**src/rtl/mux_nx1_rr.sv**
```systemverilog
// ---------------------------------------------------------------------------
// mux_nx1_rr
//
// N-to-1 channel multiplexer with a single registered output stage. An input
// channel is chosen either by a fixed index (mode=0) or by a round-robin
// arbiter (mode=1). The chosen word lands in the output register one cycle
// after the input handshake. Nothing is buffered beyond that register.
//
// Parameters
//   WIDTH  data width per channel (1..64)
//   N      number of input channels (2..16)
//   SELW   select width, ceil(log2(N))
//
// Ports
//   clk        rising-edge clock for all state
//   rst        synchronous, active-high reset
//   in_data    packed channel data, channel i at [i*WIDTH +: WIDTH]
//   in_valid   per-channel valid
//   in_ready   per-channel ready (combinational, only the granted channel)
//   mode       0 = fixed select via sel, 1 = round-robin
//   sel        channel index used when mode=0
//   out_data   registered data of the last accepted word
//   out_valid  out_data holds a word not yet taken downstream
//   out_ready  downstream accepts while out_valid is high
//   out_sel    registered index of the channel that supplied out_data
//
// Output register states
//   state    | meaning
//   ---------+-----------------------------------------------------------
//   ST_EMPTY | out_valid=0, register free to load
//   ST_FULL  | out_valid=1, word waiting for out_ready
// ---------------------------------------------------------------------------
module mux_nx1_rr #(
    parameter int WIDTH = 8,
    parameter int N     = 4,
    parameter int SELW  = 2
) (
    input  logic                 clk,
    input  logic                 rst,
    input  logic [N*WIDTH-1:0]   in_data,
    input  logic [N-1:0]         in_valid,
    output logic [N-1:0]         in_ready,
    input  logic                 mode,
    input  logic [SELW-1:0]      sel,
    output logic [WIDTH-1:0]     out_data,
    output logic                 out_valid,
    input  logic                 out_ready,
    output logic [SELW-1:0]      out_sel
);

    typedef enum logic {
        ST_EMPTY = 1'b0,
        ST_FULL  = 1'b1
    } out_state_t;

    // N expressed one bit wider than an index so it can be compared against
    // and subtracted from index sums without overflow.
    localparam logic [SELW:0] N_W     = (SELW+1)'(N);
    localparam logic [SELW-1:0] PTR_RST = SELW'(N - 1);

    out_state_t          state_q, state_d;
    logic [WIDTH-1:0]    data_q, data_d;
    logic [SELW-1:0]     out_sel_q, out_sel_d;
    logic [SELW-1:0]     ptr_q, ptr_d;

    logic                load_en;
    logic                fix_hit;
    logic                rr_hit;
    logic [SELW-1:0]     rr_idx;
    logic [SELW:0]       rr_cand;
    logic                grant_any;
    logic [SELW-1:0]     grant_idx;
    logic [N-1:0]        grant_vec;
    logic [WIDTH-1:0]    grant_data;

    // The register can take a new word when it is empty or when the word it
    // holds is leaving this cycle.
    assign load_en = (state_q == ST_EMPTY) || out_ready;

    // ------------------------------------------------------------------
    // Fixed-select arbitration. An out-of-range sel never grants, and
    // in_valid is only indexed once sel is known to be in range.
    // ------------------------------------------------------------------
    always_comb begin
        fix_hit = 1'b0;
        if ({1'b0, sel} < N_W) begin
            fix_hit = in_valid[sel];
        end
    end

    // ------------------------------------------------------------------
    // Round-robin arbitration: scan ptr+1, ptr+2, ... wrapping, ending at
    // ptr itself, so a lone requester wins no matter where ptr sits.
    // ptr is always < N, so the sum is < 2N and one subtract wraps it.
    // ------------------------------------------------------------------
    always_comb begin
        rr_hit  = 1'b0;
        rr_idx  = '0;
        rr_cand = '0;
        for (int k = 1; k <= N; k++) begin
            rr_cand = {1'b0, ptr_q} + (SELW+1)'(k);
            if (rr_cand >= N_W) begin
                rr_cand = rr_cand - N_W;
            end
            if (!rr_hit && in_valid[rr_cand[SELW-1:0]]) begin
                rr_hit = 1'b1;
                rr_idx = rr_cand[SELW-1:0];
            end
        end
    end

    // ------------------------------------------------------------------
    // Final grant (at most one) and the data it selects.
    // ------------------------------------------------------------------
    always_comb begin
        grant_any = 1'b0;
        grant_idx = '0;
        if (mode) begin
            grant_any = rr_hit;
            grant_idx = rr_idx;
        end else begin
            grant_any = fix_hit;
            grant_idx = sel;
        end
    end

    always_comb begin
        grant_vec  = '0;
        grant_data = '0;
        for (int i = 0; i < N; i++) begin
            if (grant_any && (grant_idx == SELW'(i))) begin
                grant_vec[i] = 1'b1;
                grant_data   = in_data[i*WIDTH +: WIDTH];
            end
        end
    end

    // Ready is withheld during reset: the register is being cleared on this
    // edge, so no upstream word may be considered accepted.
    assign in_ready = grant_vec & {N{load_en & ~rst}};

    // ------------------------------------------------------------------
    // Next-state for output register and arbitration pointer.
    // A grant always implies the channel's valid is high, so a grant with
    // load_en is a completed input transfer.
    // ------------------------------------------------------------------
    always_comb begin
        state_d   = state_q;
        data_d    = data_q;
        out_sel_d = out_sel_q;
        ptr_d     = ptr_q;
        case (state_q)
            ST_EMPTY: begin
                if (grant_any) begin
                    state_d   = ST_FULL;
                    data_d    = grant_data;
                    out_sel_d = grant_idx;
                    ptr_d     = grant_idx;
                end
            end
            ST_FULL: begin
                if (out_ready) begin
                    if (grant_any) begin
                        data_d    = grant_data;
                        out_sel_d = grant_idx;
                        ptr_d     = grant_idx;
                    end else begin
                        state_d = ST_EMPTY;
                    end
                end
            end
            default: begin
                state_d = ST_EMPTY;
            end
        endcase
    end

    // ptr resets to N-1 so the first round-robin scan starts at channel 0.
    always_ff @(posedge clk) begin
        if (rst) begin
            state_q   <= ST_EMPTY;
            data_q    <= '0;
            out_sel_q <= '0;
            ptr_q     <= PTR_RST;
        end else begin
            state_q   <= state_d;
            data_q    <= data_d;
            out_sel_q <= out_sel_d;
            ptr_q     <= ptr_d;
        end
    end

    assign out_valid = (state_q == ST_FULL);
    assign out_data  = data_q;
    assign out_sel   = out_sel_q;

endmodule

```
**config.mk**
```make
export PLATFORM = sky130hd
export DESIGN_NAME = mux_nx1_rr
export DESIGN_NICKNAME = d
export VERILOG_FILES = /design/src/rtl/mux_nx1_rr.sv
export SDC_FILE = /design/constraint.sdc
export NUM_CORES = 1
export LEC_CHECK = 0
export CORE_ASPECT_RATIO = 1.2
export CORE_MARGIN = 5
export CORE_UTILIZATION = 35
export DETAILED_ROUTE_END_ITERATION = 16
export HOLD_SLACK_MARGIN = 0.02
export PLACE_DENSITY = 0.79
export SLEW_MARGIN = 0
export SYNTH_ARGS = -nofsm -noshare
export SYNTH_HDL_FRONTEND = slang
export SYNTH_SLANG_ARGS = --single-unit
```
**constraint.sdc**
```tcl
create_clock -name clk -period 1.8 [get_ports clk]
set_input_delay 0.27 -clock clk [delete_from_list [all_inputs] [get_ports clk]]
set_output_delay 0.27 -clock clk [all_outputs]
set_load 0.01 [all_outputs]
```
==> impl_summary.md <==
Run status
The flow ran to the end, but the final reports show violations. The checks that failed: negative setup slack.

Finish
Leaving out fill and tap cells, the most frequent cells in the layout are clkdlybuf4s50_1 (46), buf_4 (20), dfxtp_1 (12), nand2_1 (11), o211ai_1 (9). In the final layout, the share of cells above drive strength 1 is 0.369. The number of nets in the final layout is 222. The number of antenna diodes in the final layout is 0.

The area growth from synthesis to layout is 119%. The most frequent standard cell in the layout excluding fill and tap cells is clkdlybuf4s50_1. The final cell utilization of the core is 0.796. The finished cells cover 1820 sq um. The final non-filler cell total is 210.

Logic synthesis
Measured against the total synthesized area, the mux share comes to 0.150. The largest total area in the synthesized netlist belongs to dfxtp_1. Of the total synthesized cell area, the portion taken by AND, OR, NAND and NOR gates is 0.208. In the post-synthesis netlist, the biggest area contributors are dfxtp_1 (31%), mux2i_1 (11%), o221ai_1 (8.5%), o211ai_1 (8.2%), nand2_1 (5.4%). The synthesized-area fraction occupied by xor and xnor cells is 0. The post-synthesis compound-gate area fraction came to 0.290. In this run, synthesis inferred 0 flip-flops with an integrated enable.

The cell area after technology mapping is 828 sq um. By area, the combinational part of the netlist is dominated by compound AO/OA/AOI/OAI gates. The adder-cell share of the synthesized area is 0.

The mean cell area of the mapped netlist is 8.81 sq um. The synthesis warning total is 0. The instance count of the mapped netlist is 94.

The synthesis-stage register bit count is 13. The async set-reset flop share out of synthesis is 0. The share of synthesized area in the top cell type comes to 0.314. The number of distinct library cells after synthesis is 30. In the synthesized netlist the dominant register cell turns out to be dfxtp_1. The number of nets produced by synthesis is 136. The sequential share of the synthesized area is 0.314.

Pwr
The share of total power dissipated in the clock network is 0.165. The proportion of total power due to net switching is 0.329. The power per standard cell area is 609 nW/um^2. The combinational share of power is 0.519.

VDD sags by at most 0.000486 V. The sequential cell fraction of total power is 0.316. Summed over all nets, the switching power comes to 0.000364 W. The internal power contribution is 0.000742 W. For this design the static power due to leakage is 0.717 nW.

Global routing
The first global-routing pass estimated 5490 um of wire. The busiest layer in global routing is met2. The met2 track demand over resource is 0.373. The via count of the first global-routing pass is 1203. The initial antenna violation count was 0.

The total congestion overflow after global routing is 0. The met1 global-route usage is 0.216. For this run, the total global-route usage over all layers was measured as 0.210. The maximum number of pins on one net before global-route repair is 11.

The met3 usage in global routing is 0.0566.

Critical path
The kind of critical path is input port to output port. In this design, the stage delay of the slowest critical-path cell is 0.48 ns. For this design, the slowest cell found on the critical path is clkdlybuf4s50_1. The worst setup path is captured at an output port.

Walking the worst path, the cells encountered are clkdlybuf4s50_1, o21ai_1, o32a_4, buf_6, nor4_2, buf_2. The arrival time at the worst endpoint is 1.90 ns. The setup check on the worst reg-to-reg path leaves a slack of -0.17 ns. The startpoint class of the critical path is an input port.

The maximum fanout along the worst path is 3. The required time at the endpoint of the critical path is 1.53 ns.

CTS
The CTS sink count is 13. The post-CTS clock slew at the launch and capture registers of the worst setup and hold paths is 0.08 ns. The total clock buffers created by CTS is 3. The root buffer cell chosen for the clock tree is clkbuf_4. The count of H-tree levels built during CTS is 1. The largest buffer count on any clock path is 2. At the later pin of the worst-skew pair, clock insertion delay measures 0.27 ns. Buffers inserted to repair hold after CTS numbered 0. The CTS tree is built.

Timing
For the pin with the worst max-slew slack, the measured transition is 0.368 ns. The hold violation total from the final report came to 0. Setup violations remaining at the end of the flow were counted as 12.

Setup repair after global routing could not meet its margin everywhere. In the post-route analysis, the smallest setup slack over all paths is -0.371 ns. After layout, the minimum clock period comes to 2.17 ns. Measured against its own limit, the worst slew margin works out to 0.754. The final count of pins violating max slew came to 0. Between clock sinks in the finished design, the worst skew comes to 0.00181 ns. The fraction of the cycle the final worst path needs is 1.21. Setup total negative slack on the finished layout was measured at -2.01 ns. Derived from the worst setup path, the maximum achievable clock frequency is 461 MHz.

Routing
The detailed-route vias per instance is 5.72. The remaining antenna violation count after routing is 0. The detailed-router iteration count before antenna repair is 4.

The average wire length per cell after detail routing is 19.4 um. The routed layout has 1201 vias. The final wirelength is 4070 um.

The post-detailed-route DRC marker count is 0. The initial detailed-routing violation count is 37.

Placed design
Routability-driven placement finished with a final weighted congestion of 0.723. Port buffering added 56 buffers. Counting tap cells, the placed design contains a total of 197 instances. The placed instance area is 1560 sq um. The sum of net half-perimeters after detailed placement is 2520 um.

Floorplanning
The effective utilization at floorplan is 0.363. The die outline area is 3440 sq um. In this run the standard cell core region covers 2280 sq um.

The chip width is 54.4 um. The initialized floorplan defines 19 standard-cell rows. The floorplan step set the die height to 63.3 um.

The boundary pin count is 57.

Run
The tool flagged a number of max-cap violations equal to 0.

Hold path
The class of the worst hold path is flip-flop to flip-flop.
kinds of logic after synthesis:
family / count (synthesis)
flops: 13
mux: 11
compound gates: 31
buf+inv: 6
simple gates: 33
path summary, 6_finish.rpt:
check / start / end / cells past startpoint
worst min register to register: out_data[7]$_SDFFE_PP0P_ / out_data[7]$_SDFFE_PP0P_ / 2
worst max register to register: ptr_q[0]$_SDFFE_PP1P_ / out_data[3]$_SDFFE_PP0P_ / 9
worst max-delay path: mode / in_ready[2] / 6
worst min-delay path: out_data[7]$_SDFFE_PP0P_ / out_data[7]$_SDFFE_PP0P_ / 2
per-layer routing:
metal  share of wire  vias to the layer above
met1            0.40                      580
met5               0                        -
met4           0.017                        0
met3           0.064                       12
met2            0.52                       73
li1                -                      536
sequential cells by signal (all words and copies together), names as in the netlist:
signal / cells
ptr_q: 2
out_valid: 1
out_data: 8
out_sel: 2
synthesized netlist by cell type (2+ instances only):
library cell / count
a21oi_1: 5
and2_1: 2
buf_4: 2
dfxtp_1: 13
inv_1: 2
mux2i_1: 9
nand2_1: 12
nor2_1: 6
nor2b_1: 3
nor4_1: 2
o211ai_1: 9
o21ai_0: 4
o221ai_1: 8
cell type report:
class | count | area, sq um
Multi-Input combinational cell | 75 | 661
Timing Repair Buffer | 85 | 822
Sequential cell | 13 | 262
Fill cell | 141 | 465
Inverter | 2 | 7.51
Tap cell | 31 | 38.8
Clock buffer | 4 | 26.3
critical path: cells and delay by family:
kind                   cells  cell delay, ns
AO/OA/AOI/OAI              2            0.56
buffers and inverters      3            0.79
AND/OR/NAND/NOR            1            0.27
repair_timing:
item / CTS / global route
buffers inserted: 7 / 3
endpoints found under the setup margin: 16 / 13
pin swaps: 7 / 10
resized for setup: 49 / 21
power by group through the flow:
stage | combinational, W | clock [W] | sequential [W]
floorplan | 0.000159 | 0 | 0.000368
global placement | 0.000418 | 0 | 0.000353
detailed placement | 0.000429 | 0 | 0.000354
CTS | 0.000484 | 0.000189 | 0.000348
global route | 0.000602 | 0.000199 | 0.000353
finish | 0.000574 | 0.000183 | 0.000349
stage by stage:
step                      hold slack, ns  total power, W  setup WS, ns
after global placement             0.448        0.000771        -0.795
after global routing               0.508         0.00115        -0.412
after detailed placement           0.464        0.000783        -0.875
final                              0.485         0.00111        -0.371
after CTS                          0.475         0.00102        -0.257
after floorplan                    0.454        0.000526       0.00584
No activity file was read; power rests on OpenSTA's default activity.
